`src/rtl/scan_pkg.sv`:
```
// Shared state encoding, default geometry and helpers for the scan sequencer.
package scan_pkg;

  localparam int unsigned DEF_CHAIN_LEN  = 839;
  localparam int unsigned DEF_CAP_PULSES = 1;
  localparam int unsigned DEF_ENTRY_CYC  = 16;

  localparam int SHIFT_W = 10;
  localparam int PAT_W   = 16;

  typedef enum logic [2:0] {
    ST_OFF,
    ST_ARM,
    ST_IDLE,
    ST_SHIFT,
    ST_SETTLE,
    ST_CAPTURE,
    ST_UNLOAD
  } scan_state_e;

  // Pattern counter stops at all-ones instead of wrapping.
  function automatic logic [PAT_W-1:0] satInc(input logic [PAT_W-1:0] v);
    return (v == '1) ? v : v + PAT_W'(1);
  endfunction

endpackage

```
`src/rtl/tst_entry_dbnc.sv`:
```
// Counts consecutive TST-high cycles while the sequencer is outside test mode.
module tst_entry_dbnc
  import scan_pkg::*;
#(
  parameter int unsigned ENTRY_CYC = DEF_ENTRY_CYC
) (
  input  logic clk,
  input  logic srstz,
  input  logic en_i,
  input  logic tst_i,
  output logic reached_o
);

  localparam int CNT_W = (ENTRY_CYC > 1) ? $clog2(ENTRY_CYC) : 1;
  localparam logic [CNT_W-1:0] CNT_LAST = CNT_W'(ENTRY_CYC - 1);

  logic [CNT_W-1:0] runCnt_q;
  logic [CNT_W-1:0] runCnt_d;

  // Any low sample, or leaving the entry states, restarts the run from zero.
  always_comb begin
    runCnt_d = '0;
    if (en_i && tst_i && (runCnt_q != CNT_LAST)) begin
      runCnt_d = runCnt_q + CNT_W'(1);
    end
  end

  assign reached_o = en_i && tst_i && (runCnt_q == CNT_LAST);

  always_ff @(posedge clk or negedge srstz) begin
    if (!srstz) begin
      runCnt_q <= '0;
    end else begin
      runCnt_q <= runCnt_d;
    end
  end

endmodule

```
`src/rtl/scan_seq_ctl.sv`:
```
// Scan test sequencer: TST-pin entry, then load / settle / capture / unload per start request.
module scan_seq_ctl
  import scan_pkg::*;
#(
  parameter int unsigned CHAIN_LEN  = DEF_CHAIN_LEN,
  parameter int unsigned CAP_PULSES = DEF_CAP_PULSES,
  parameter int unsigned ENTRY_CYC  = DEF_ENTRY_CYC
) (
  input  logic               clk,
  input  logic               srstz,
  input  logic               tst_i,
  input  logic               start_i,
  output logic               test_mode_o,
  output logic               scan_en_o,
  output logic               cap_en_o,
  output logic [SHIFT_W-1:0] shift_cnt_o,
  output logic               busy_o,
  output logic               done_o,
  output logic [PAT_W-1:0]   pat_cnt_o
);

  localparam logic [SHIFT_W-1:0] SHIFT_LAST = SHIFT_W'(CHAIN_LEN - 1);
  localparam logic [1:0]         CAP_LAST   = 2'(CAP_PULSES - 1);

  scan_state_e        state_q, state_d;
  logic [SHIFT_W-1:0] shiftCnt_q, shiftCnt_d;
  logic [1:0]         capCnt_q, capCnt_d;
  logic [PAT_W-1:0]   patCnt_q, patCnt_d;
  logic               testMode_q, scanEn_q, capEn_q, busy_q, done_q;
  logic               entryReached;

  tst_entry_dbnc #(
    .ENTRY_CYC(ENTRY_CYC)
  ) u_dbnc (
    .clk      (clk),
    .srstz    (srstz),
    .en_i     ((state_q == ST_OFF) || (state_q == ST_ARM)),
    .tst_i    (tst_i),
    .reached_o(entryReached)
  );

  always_comb begin
    state_d    = state_q;
    shiftCnt_d = '0;
    capCnt_d   = '0;
    patCnt_d   = patCnt_q;
    case (state_q)
      ST_OFF: begin
        patCnt_d = '0;
        if (tst_i) state_d = entryReached ? ST_IDLE : ST_ARM;
      end
      ST_ARM: begin
        if (!tst_i)            state_d = ST_OFF;
        else if (entryReached) state_d = ST_IDLE;
      end
      ST_IDLE: begin
        if (start_i) state_d = ST_SHIFT;
      end
      ST_SHIFT: begin
        if (shiftCnt_q == SHIFT_LAST) state_d = ST_SETTLE;
        else                          shiftCnt_d = shiftCnt_q + SHIFT_W'(1);
      end
      ST_SETTLE: state_d = ST_CAPTURE;
      ST_CAPTURE: begin
        if (capCnt_q == CAP_LAST) state_d = ST_UNLOAD;
        else                      capCnt_d = capCnt_q + 2'd1;
      end
      ST_UNLOAD: begin
        if (shiftCnt_q == SHIFT_LAST) begin
          state_d  = ST_IDLE;
          patCnt_d = satInc(patCnt_q);
        end else begin
          shiftCnt_d = shiftCnt_q + SHIFT_W'(1);
        end
      end
      default: state_d = ST_OFF;
    endcase
    // Losing TST aborts whatever is running, including a pattern on its last cycle.
    if ((state_q != ST_OFF) && !tst_i) begin
      state_d    = ST_OFF;
      shiftCnt_d = '0;
      capCnt_d   = '0;
      patCnt_d   = '0;
    end
  end

  // Outputs are decoded from the next state so they leave a flop, never a gate.
  always_ff @(posedge clk or negedge srstz) begin
    if (!srstz) begin
      state_q    <= ST_OFF;
      shiftCnt_q <= '0;
      capCnt_q   <= '0;
      patCnt_q   <= '0;
      testMode_q <= 1'b0;
      scanEn_q   <= 1'b0;
      capEn_q    <= 1'b0;
      busy_q     <= 1'b0;
      done_q     <= 1'b0;
    end else begin
      state_q    <= state_d;
      shiftCnt_q <= shiftCnt_d;
      capCnt_q   <= capCnt_d;
      patCnt_q   <= patCnt_d;
      testMode_q <= state_d inside {ST_IDLE, ST_SHIFT, ST_SETTLE, ST_CAPTURE, ST_UNLOAD};
      busy_q     <= state_d inside {ST_SHIFT, ST_SETTLE, ST_CAPTURE, ST_UNLOAD};
      scanEn_q   <= state_d inside {ST_SHIFT, ST_UNLOAD};
      capEn_q    <= (state_d == ST_CAPTURE);
      done_q     <= (state_d == ST_UNLOAD) && (shiftCnt_d == SHIFT_LAST);
    end
  end

  assign test_mode_o = testMode_q;
  assign scan_en_o   = scanEn_q;
  assign cap_en_o    = capEn_q;
  assign shift_cnt_o = shiftCnt_q;
  assign busy_o      = busy_q;
  assign done_o      = done_q;
  assign pat_cnt_o   = patCnt_q;

endmodule

```
`config.mk`:
```
export PLATFORM = sky130hd
export DESIGN_NAME = scan_seq_ctl
export DESIGN_NICKNAME = d
export VERILOG_FILES = /design/src/rtl/scan_pkg.sv /design/src/rtl/tst_entry_dbnc.sv /design/src/rtl/scan_seq_ctl.sv
export SDC_FILE = /design/constraint.sdc
export NUM_CORES = 1
export LEC_CHECK = 0
export CAP_MARGIN = 15
export CORE_ASPECT_RATIO = 0.75
export CORE_MARGIN = 1.5
export CORE_UTILIZATION = 54
export DETAILED_ROUTE_END_ITERATION = 12
export PLACE_DENSITY = 0.91
export SETUP_SLACK_MARGIN = 0.02
export SYNTH_ARGS = -nofsm -noshare
export SYNTH_HDL_FRONTEND = slang
export SYNTH_SLANG_ARGS = --single-unit
```
`constraint.sdc`:
```
create_clock -name clk -period 2.56 [get_ports clk]
set_input_delay 0.64 -clock clk [delete_from_list [all_inputs] [get_ports clk]]
set_output_delay 0.64 -clock clk [all_outputs]
set_load 0.01 [all_outputs]
```
# Word-level counts from Yosys, hierarchy flattened
# Index checks and enable logic that the tools add are counted.
# W data, S select, Z words.
[word_totals]
ff_bits = 40
output_inout_bits = 31
word_cells = 69
[op_classes]
add_sub_neg = 4
n_eq_ne = 18
mux = 21
reduce_logical = 16
[op_table]
columns = ["op", "count"]
rows = [
  ["$mux W16", 3],
  ["$pmux W16 S2", 1],
  ["$mux W10", 3],
  ["$mux W3", 8],
  ["$pmux W3 S7", 1],
  ["$eq A10 B10 Y1 const B", 2],
  ["$eq A3 B3 Y1 const B", 6],
  ["$add A16 B1 Y16 const B", 1],
  ["$eq A16 B16 Y1 const B", 1],
  ["$eq A3 B2 Y1 const B", 4],
  ["$add A10 B1 Y10 const B", 1],
  ["$mux W2", 4],
  ["$ne A3 B3 Y1 const B", 2],
  ["$reduce_bool A3 Y1", 2],
  ["$logic_and A1 B1 Y1", 5],
  ["$reduce_bool A5 Y1", 1],
  ["$add A4 B1 Y4 const B", 1],
  ["$eq A4 B4 Y1 const B", 1],
  ["$mux W4", 1],
  ["$ne A4 B4 Y1 const B", 1],
  ["$reduce_bool A4 Y1", 1],
  ["$eq A3 B1 Y1 const B", 1],
  ["$logic_not A3 Y1", 1],
  ["$reduce_and A3 Y1", 1],
  ["other kinds (6)", 6],
]

# Depth between registers and ports, before layout
# Gate-level depths: netlist of run 1.
[logic_depth]
ltp_word = 10
ltp_mapped = 7

# Cells and area by module
# From an unflattened synthesis of run 1, not the netlist that was laid out.
[unflattened]
hier_cells = 228
hier_area_um2 = 2107.0
[modules_own_cells]
columns = ["module", "instances", "cells_per_inst", "area_each_um2", "seq_area_each_um2"]
rows = [
  ["scan_seq_ctl", 1, 211, 1923.1, 900.9],
  ["tst_entry_dbnc", 1, 17, 183.9, 100.1],
]

# Worst setup path after synthesis of run 1
# OpenSTA, ideal clock, no wires.
[synth_path]
kind = "register to register"
startpoint = "register shiftCnt_q[0] (netlist: shift_cnt_o[0])"
endpoint = "register done_q (netlist: done_o)"
t_arrival_ps = 2069
t_required_ps = 2449
slack_ps = 380
path_stages_with_launch = 8
path_buffers = 0
path_cell_list = "dfrtp_1 -> inv_1 -> ha_1 -> and4bb_1 -> a31oi_1 -> nor4_2 -> or3b_1 -> a2111oi_2"
[synth_via]
elab_chain_len = 6
word_cells_on_any_way = 12
[synth_lines]
columns = ["element", "line", "text"]
rows = [
  ["start, declared", "scan_seq_ctl.sv:26", "logic [SHIFT_W-1:0] shiftCnt_q, shiftCnt_d;"],
  ["start signal, assigned", "scan_seq_ctl.sv:101", "shiftCnt_q <= shiftCnt_d;"],
  ["$add A10 B1 Y10 / $eq A10 B10 Y1 (equally long branches)", "n/a", ""],
  ["$mux W10 (tied with other cells)", "scan_seq_ctl.sv:60, scan_seq_ctl.sv:69", ""],
  ["$mux W10 / $pmux W3 S7 (equally long branches)", "n/a", ""],
  ["$mux W10 / $mux W3 (equally long branches)", "scan_seq_ctl.sv:79", "if ((state_q != ST_OFF) && !tst_i) begin"],
  ["$eq A10 B10 Y1 / $eq A3 B3 Y1 (equally long branches)", "scan_seq_ctl.sv:108", "done_q <= (state_d == ST_UNLOAD) && (shiftCnt_d == SHIFT_LAST);"],
  ["$logic_and A1 B1 Y1 *", "scan_seq_ctl.sv:108", ""],
  ["end signal, assigned", "scan_seq_ctl.sv:108", ""],
  ["end, declared", "scan_seq_ctl.sv:29", "logic testMode_q, scanEn_q, capEn_q, busy_q, done_q;"],
]
# Every way passes the cells marked *; elsewhere a longest branch is shown, timed or not.
# A chain may end at the register's enable or synchronous reset.

# Worst setup path in the final report of run 1
[layout_path]
startpoint = "register patCnt_q[7] (netlist: pat_cnt_o[7])"
endpoint = "register patCnt_q[10] (netlist: pat_cnt_o[10])"
[layout_via]
elab_chain_len = 5
word_cells_on_any_way = 8
[layout_lines]
columns = ["element", "line", "text"]
rows = [
  ["start, declared", "scan_seq_ctl.sv:28", "logic [PAT_W-1:0] patCnt_q, patCnt_d;"],
  ["start signal, assigned", "scan_seq_ctl.sv:103", "patCnt_q <= patCnt_d;"],
  ["$add A16 B1 Y16", "scan_pkg.sv:23", "return (v == '1) ? v : v + PAT_W'(1);"],
  ["$mux W16", "scan_pkg.sv:23", ""],
  ["$mux W16", "scan_seq_ctl.sv:69", "if (shiftCnt_q == SHIFT_LAST) begin"],
  ["$pmux W16 S2", "scan_seq_ctl.sv:47", "case (state_q)"],
  ["$mux W16", "scan_seq_ctl.sv:79", ""],
]
# Several ways; a longest one is shown, not always the timed one. The select of a mux whose other input is x is not followed.

==> run summary, run 1 <==
post-synthesis register bit count -> 40
RePlAce Congestion -> 0.882
largest family of logic cells by synthesized area -> simple AND/OR/NAND/NOR gates
synthesized net count -> 254
DRT antenna net count -> 0
Final min period -> 2260 ps
Iteration-0 DRC Markers -> 235
YS warnings -> 0
Die X -> 78.2 um
Site Rows -> 20
Global Route Usage Sum -> 0.252
vias in the first global route -> 1877
post-CTS setup buffer count -> 0
CP endpoint kind -> flop
number of flops mapped to enable cells by yosys -> 0
CP startpoint kind -> flop
WP data arrival -> 2470 ps
leakage power -> 0.00115 uW
Post-CTS Resized -> 0
worst slew pin tran -> 867 ps
total wire length -> 5280 um
drt drc -> 0
die area -> 0.00464 mm^2
Peak VDD IR -> 265 uV
Critical Path Fanout Max -> 12
worst reg-to-reg path cell count -> 5
diode count -> 0
Compound-Gate Fraction of Synth Area -> 0.149
Syn Area/Cell -> 9.37 um^2
count of cell types in the netlist -> 50
Initial DRT Pass Iterations -> 5
pin count of the biggest net entering global routing -> 41
CP cell instances -> nand4_1, nor4_2, a311o_1, nand2_1, a31oi_1
status -> complete, no violations
initial antenna violation count -> 0
root buffer cell -> clkbuf_8
Synth Instances -> 244
Die Ht -> 59.4 um
synthesized area -> 0.00229 mm^2
period utilization -> 0.884
grt total ovfl -> 0
Hold Violations, Final -> 0
Vias -> 2071
fmax -> 442 MHz
Worst EP required -> 2770 ps
I/O Buffers -> 34
Nets -> 295
WS Path Type -> flop to flop
Worst-Skew Late Latency -> 290 ps
Max clock buf depth -> 2
WL/cell -> 15.5 um
commonest register cell after synthesis -> dfrtp_1
DP Wirelength -> 3770 um
unrepaired setup endpoints after global routing -> no
setup tns final -> 0 ps
H-tree depth -> 2
worst r2r src -> pat_cnt_o[7]
max-slew violations -> 0
Reg-to-Reg End -> pat_cnt_o[10]
reg2reg setup slack -> 300 ps
Post-Synth Simple-Gate Area -> 0.279
Sequential cell area -> 0.00100 mm^2
Finished Cell Area -> 0.00279 mm^2
I/O Pins -> 35
multi-input logic area -> 0.00119 mm^2
Post-CTS Hold Buffers -> 0
share of cells above drive strength 1 -> 0.0842
pwr/cell area -> 396 mW/mm^2
total CTS buffers -> 5
setup violators final -> 0
Post-synth ARST share -> 1.00
Util after Layout -> 0.687
clock skew -> 6.70 ps
max-cap viol count -> 0
area of the core -> 0.00405 mm^2
WP buf/inv -> 0
post-route insts no fill -> 340
critical path's largest stage delay -> 510 ps
Slew headroom -> 0.422
CP max-delay cell -> nor4_2
number of cells in the design after placement -> 333
CP top delay family -> simple AND/OR/NAND/NOR gates
Fillers -> 316
Adder-Cell Fraction of Synth Area -> 0.0328
first-pass GRT wire length -> 9010 um
sequential share of the synthesized area -> 0.438
CTS tree -> yes
mux contribution to synthesized area -> 0.0137
HP Class -> primary input to async pin
clk sinks -> 40
initial core utilization -> 0.564
clock slew at reported path FFs -> 80 ps
layout overhead on the synthesized area -> 21.8%
Placed Area -> 0.00271 mm^2
WHS -> 468 ps
xor/xnor share of the synthesized area -> 0.0460
vias per cell -> 6.09
[worst reg2reg max path: cells and delay by family (launching register included)]
kind            cells  cell delay, ps
compound gates      2             710
flops               1             480
simple gates        3            1000
[final cells by class]
| cell class | count | area share |
|---|---|---|
| multi-input combinational | 184 | 0.427 |
| sequential | 40 | 0.359 |
| timing repair buffer | 44 | 0.147 |
| clock buffer | 6 | 0.0261 |
| tap | 55 | 0.0247 |
| inverter | 10 | 0.0135 |
| clock inverter | 1 | 0.00180 |
[layout by cell type, fill, tap and decap left out, types with 2 or more instances in the layout]
master            n
a21oi_1          13
a22oi_1           2
a311oi_1          2
a31oi_1           8
a41oi_1           2
and2_1            3
and3_1            5
and3b_1           2
and4_1            3
buf_4            10
clkbuf_8          5
clkdlybuf4s50_1  33
dfrtp_1          40
ha_1              6
inv_1            10
mux2i_1           2
nand2_1          20
nand2b_1          4
nand3_1          15
nand3b_1          5
nand4_1           7
nor2_1           22
nor2b_1           2
nor3_1            5
nor4_1            2
nor4_2            2
o21a_1            2
o21ai_0          12
or3_1             8
xnor2_1           5
xor2_1            7
[how the worst max path moves through the flow]
stage | from | slack [ps] | cells past startpoint | to
final | pat_cnt_o[7] | 300 | 5 | pat_cnt_o[10]
after global routing | pat_cnt_o[7] | 90 | 5 | pat_cnt_o[10]
after CTS | pat_cnt_o[7] | 330 | 5 | pat_cnt_o[5]
after detailed placement | tst_i | 120 | 5 | done_o
after global placement | tst_i | 140 | 5 | done_o
after floorplan | shift_cnt_o[0] | 380 | 7 | done_o
[cells by family (layout without fill, tap and decap cells)]
kind of cell	count (synthesis)	in the layout
simple gates	111	111
compound gates	52	52
flops	40	40
buf+inv	20	61
xor+xnor	12	12
fa+ha+maj	6	6
mux	3	3
[synthesized netlist by cell type, types with 2 or more instances]
cell,n,area share
nand2_1,20,0.033
nand3b_1,5,0.016
a21oi_1,13,0.028
inv_1,10,0.016
nor2_1,22,0.036
a41oi_1,2,0.0077
and3b_1,2,0.0077
and4_1,3,0.011
clkbuf_1,5,0.0082
o21ai_0,12,0.026
xnor2_1,5,0.019
mux2i_1,2,0.0088
buf_6,2,0.0098
and3_1,5,0.014
a311oi_1,2,0.0077
nor2b_1,2,0.0055
nor3_1,5,0.011
or3_1,8,0.022
nor4_2,2,0.011
and2_1,3,0.0082
nor4_1,2,0.0055
buf_2,2,0.0044
ha_1,6,0.033
nand2b_1,4,0.011
a22oi_1,2,0.0066
dfrtp_1,40,0.44
xor2_1,7,0.027
nand3_1,15,0.033
a31oi_1,8,0.022
nand4_1,7,0.019
o21a_1,2,0.0066
[flip-flops by register name (all words and copies together), names as in the netlist]
signal           count
busy_o               1
capCnt_q             2
cap_en_o             1
done_o               1
pat_cnt_o           16
scan_en_o            1
shift_cnt_o         10
state_q              3
test_mode_o          1
u_dbnc.runCnt_q      4
[per-layer routing]
| metal | up-vias | routed length [um] | global-route usage |
|---|---|---|---|
| li1 | 972 | - | - |
| met1 | 1025 | 2480 | 0.356 |
| met2 | 66 | 2500 | 0.396 |
| met3 | 8 | 243 | 0.0523 |
| met4 | 0 | 53 | 0.0740 |
| met5 | - | 0 | 0 |
[power by group]
part | total (uW) | leakage [uW] | switching (uW) | internal, uW
registers | 650 | 0.000554 | 9.97 | 640
clock network | 394 | 0.0000410 | 208 | 185
logic | 60.7 | 0.000555 | 35.1 | 25.6
[per-stage QoR]
step,worst slack [ps],total power (uW)
floorplan,380,687
global placement,143,721
global route,90.9,1150
detailed placement,116,723
finish,297,1100
CTS,329,1110
No activity file was read; power rests on OpenSTA's default activity.
==> run 2: changes to the inputs <==
--- a/config.mk
+++ b/config.mk
@@ -5,8 +5,10 @@
 export SDC_FILE = /design/constraint.sdc
 export NUM_CORES = 1
 export LEC_CHECK = 0
+export ABC_AREA = 0
+export ABC_CLOCK_PERIOD_IN_PS = 2560
 export CAP_MARGIN = 15
-export CORE_ASPECT_RATIO = 0.75
+export CORE_ASPECT_RATIO = 1.5
 export CORE_MARGIN = 1.5
 export CORE_UTILIZATION = 54
 export DETAILED_ROUTE_END_ITERATION = 12
==> run summary, run 2 (synthesis gave the netlist of run 1 again) <==
Worst-Skew Late Latency -> 300 ps (was 290 ps)
Switching Share -> 0.216 (was 0.230)
Iteration-0 DRC Markers -> 95 (was 235)
WL/cell -> 15.9 um (was 15.5 um)
part of the power in combinational logic -> 0.050 (was 0.055)
Critical Path Fanout Max -> 12 (unchanged)
Power Internal -> 954 uW (was 850 uW)
WS Path Type -> flop to flop (unchanged)
critical path's largest stage delay -> 510 ps (about the same)
root buffer cell -> clkbuf_8 (unchanged)
Post-CTS Resized -> 0 (unchanged)
clk sinks -> 40 (unchanged)
Final min period -> 2180 ps (was 2260 ps)
CP max-delay cell -> a311o_1 (was nor4_2)
setup violators final -> 0 (unchanged)
fmax -> 459 MHz (was 442 MHz)
status -> complete, no violations (unchanged)
die area -> 0.00464 mm^2 (about the same)
pwr/cell area -> 431 mW/mm^2 (was 396 mW/mm^2)
clock share of power -> 0.417 (was 0.357)
commonest cells after routing, fill and taps aside -> dfrtp_1, clkdlybuf4s50_1, nor2_1 (unchanged)
first-pass GRT wire length -> 9030 um (was 9010 um)
DRT antenna net count -> 0 (unchanged)
vias per cell -> 6.17 (was 6.09)
Finished Cell Area -> 0.00283 mm^2 (was 0.00279 mm^2)
Nets -> 298 (was 295)
CTS tree -> yes (unchanged)
Global Route Usage Sum -> 0.255 (was 0.252)
CP cell instances -> nor4b_4, nand4_4, a311o_1, or3_1, a21oi_1 (was nand4_1, nor4_2, a311o_1, nand2_1, a31oi_1)
diode count -> 0 (unchanged)
Max clock buf depth -> 2 (unchanged)
P_sw -> 264 uW (was 253 uW)
Slew headroom -> 0.426 (was 0.422)
part of the power in registers -> 0.534 (was 0.588)
Largest register FFs -> 16 (unchanged)
Die X -> 56.1 um (was 78.2 um)
Hold Violations, Final -> 0 (unchanged)
DP Wirelength -> 3860 um (was 3770 um)
pin count of the biggest net entering global routing -> 41 (unchanged)
Placed Area -> 0.00272 mm^2 (was 0.00271 mm^2)
leakage power -> 0.00118 uW (was 0.00115 uW)
Peak VDD IR -> 418 uV (was 265 uV)
initial antenna violation count -> 0 (unchanged)
setup tns final -> 0 ps (unchanged)
H-tree depth -> 2 (unchanged)
drt drc -> 0 (unchanged)
I/O Pins -> 35 (unchanged)
unrepaired setup endpoints after global routing -> no (unchanged)
period utilization -> 0.851 (was 0.884)
HP Class -> primary input to async pin (unchanged)
CP endpoint kind -> flop (unchanged)
share of cells above drive strength 1 -> 0.0969 (was 0.0842)
layout overhead on the synthesized area -> 23.5% (was 21.8%)
grt total ovfl -> 0 (unchanged)
initial core utilization -> 0.573 (was 0.564)
Worst EP required -> 2780 ps (was 2770 ps)
Site Rows -> 28 (was 20)
vias in the first global route -> 1936 (was 1877)
clock slew at reported path FFs -> 80 ps (about the same)
max-slew violations -> 0 (unchanged)
most common cell after layout, fill and taps aside -> dfrtp_1 (unchanged)
total wire length -> 5310 um (was 5280 um)
Post-CTS Hold Buffers -> 0 (unchanged)
worst slew pin tran -> 861 ps (was 867 ps)
total CTS buffers -> 5 (unchanged)
I/O Buffers -> 34 (unchanged)
WP data arrival -> 2390 ps (was 2470 ps)
Vias -> 2060 (was 2071)
max-cap viol count -> 0 (unchanged)
Die Ht -> 82.7 um (was 59.4 um)
RePlAce Congestion -> 0.841 (was 0.882)
post-CTS setup buffer count -> 0 (unchanged)
Initial DRT Pass Iterations -> 4 (was 5)
area of the core -> 0.00399 mm^2 (was 0.00405 mm^2)
CP startpoint kind -> flop (unchanged)
clock skew -> 7.59 ps (was 6.70 ps)
run 2: cell types whose count changed in the layout (fill, tap and decap cells not counted), sizes merged:
cell | before | now
buf | 11 | 14
bufinv | 0 | 1
run 2: path summary, 6_finish.rpt:
check,from,end,slack [ps],cells past startpoint
min in group clk,u_dbnc.runCnt_q[0],u_dbnc.runCnt_q[0],480,1
max in group asynchronous,srstz,shift_cnt_o[0],1560,1
worst min register to register,u_dbnc.runCnt_q[0],u_dbnc.runCnt_q[0],480,1
worst max register to register,shift_cnt_o[4],pat_cnt_o[3],380,5
worst max-delay path,shift_cnt_o[4],pat_cnt_o[3],380,5
worst min-delay path,srstz,pat_cnt_o[8],450,1
run 2: final cells by class:
type / count / area [um^2]
repair buffers: 47 / 433
well taps: 45 / 56.3
flip-flops and latches: 40 / 1000
fillers: 317 / 1170
clock buffers: 6 / 72.6
multi-input cells: 184 / 1190
inverters: 10 / 37.5
clock inverters: 2 / 35.0
run 2: metal layers:
layer	global-route usage	vias to the layer above	wire, um
li1	-	978	-
met2	0.455	51	2870
met5	0	-	0
met1	0.294	1017	2110
met3	0.0498	14	156
met4	0.119	0	165
run 2: power groups by stage:
stage	clock [uW]	combinational (uW)	sequential, uW
finish	507	60.5	650
global route	553	67.8	651
CTS	523	61.5	649
detailed placement	0	61.0	662
global placement	0	59.7	661
floorplan	0	28.1	659
run 2: per-stage QoR:
step | power [uW] | util | worst slack [ps] | hold WS (ps) | std cells
2_1_floorplan | 687 | - | 380 | 344 | 244
3_3_place_gp | 721 | 0.680 | 177 | 445 | 326
3_5_place_dp | 723 | 0.680 | 110 | 464 | 326
4_1_cts | 1230 | 0.707 | 366 | 478 | 334
5_1_grt | 1270 | 0.707 | 224 | 504 | 334
6_report | 1220 | 0.707 | 383 | 452 | 334
run 2: worst max-delay path, delay by kind of cell (launching register included):
kind,cells,cell delay (ps)
flip-flops,1,500
AO/OA/AOI/OAI,2,650
AND/OR/NAND/NOR,3,960
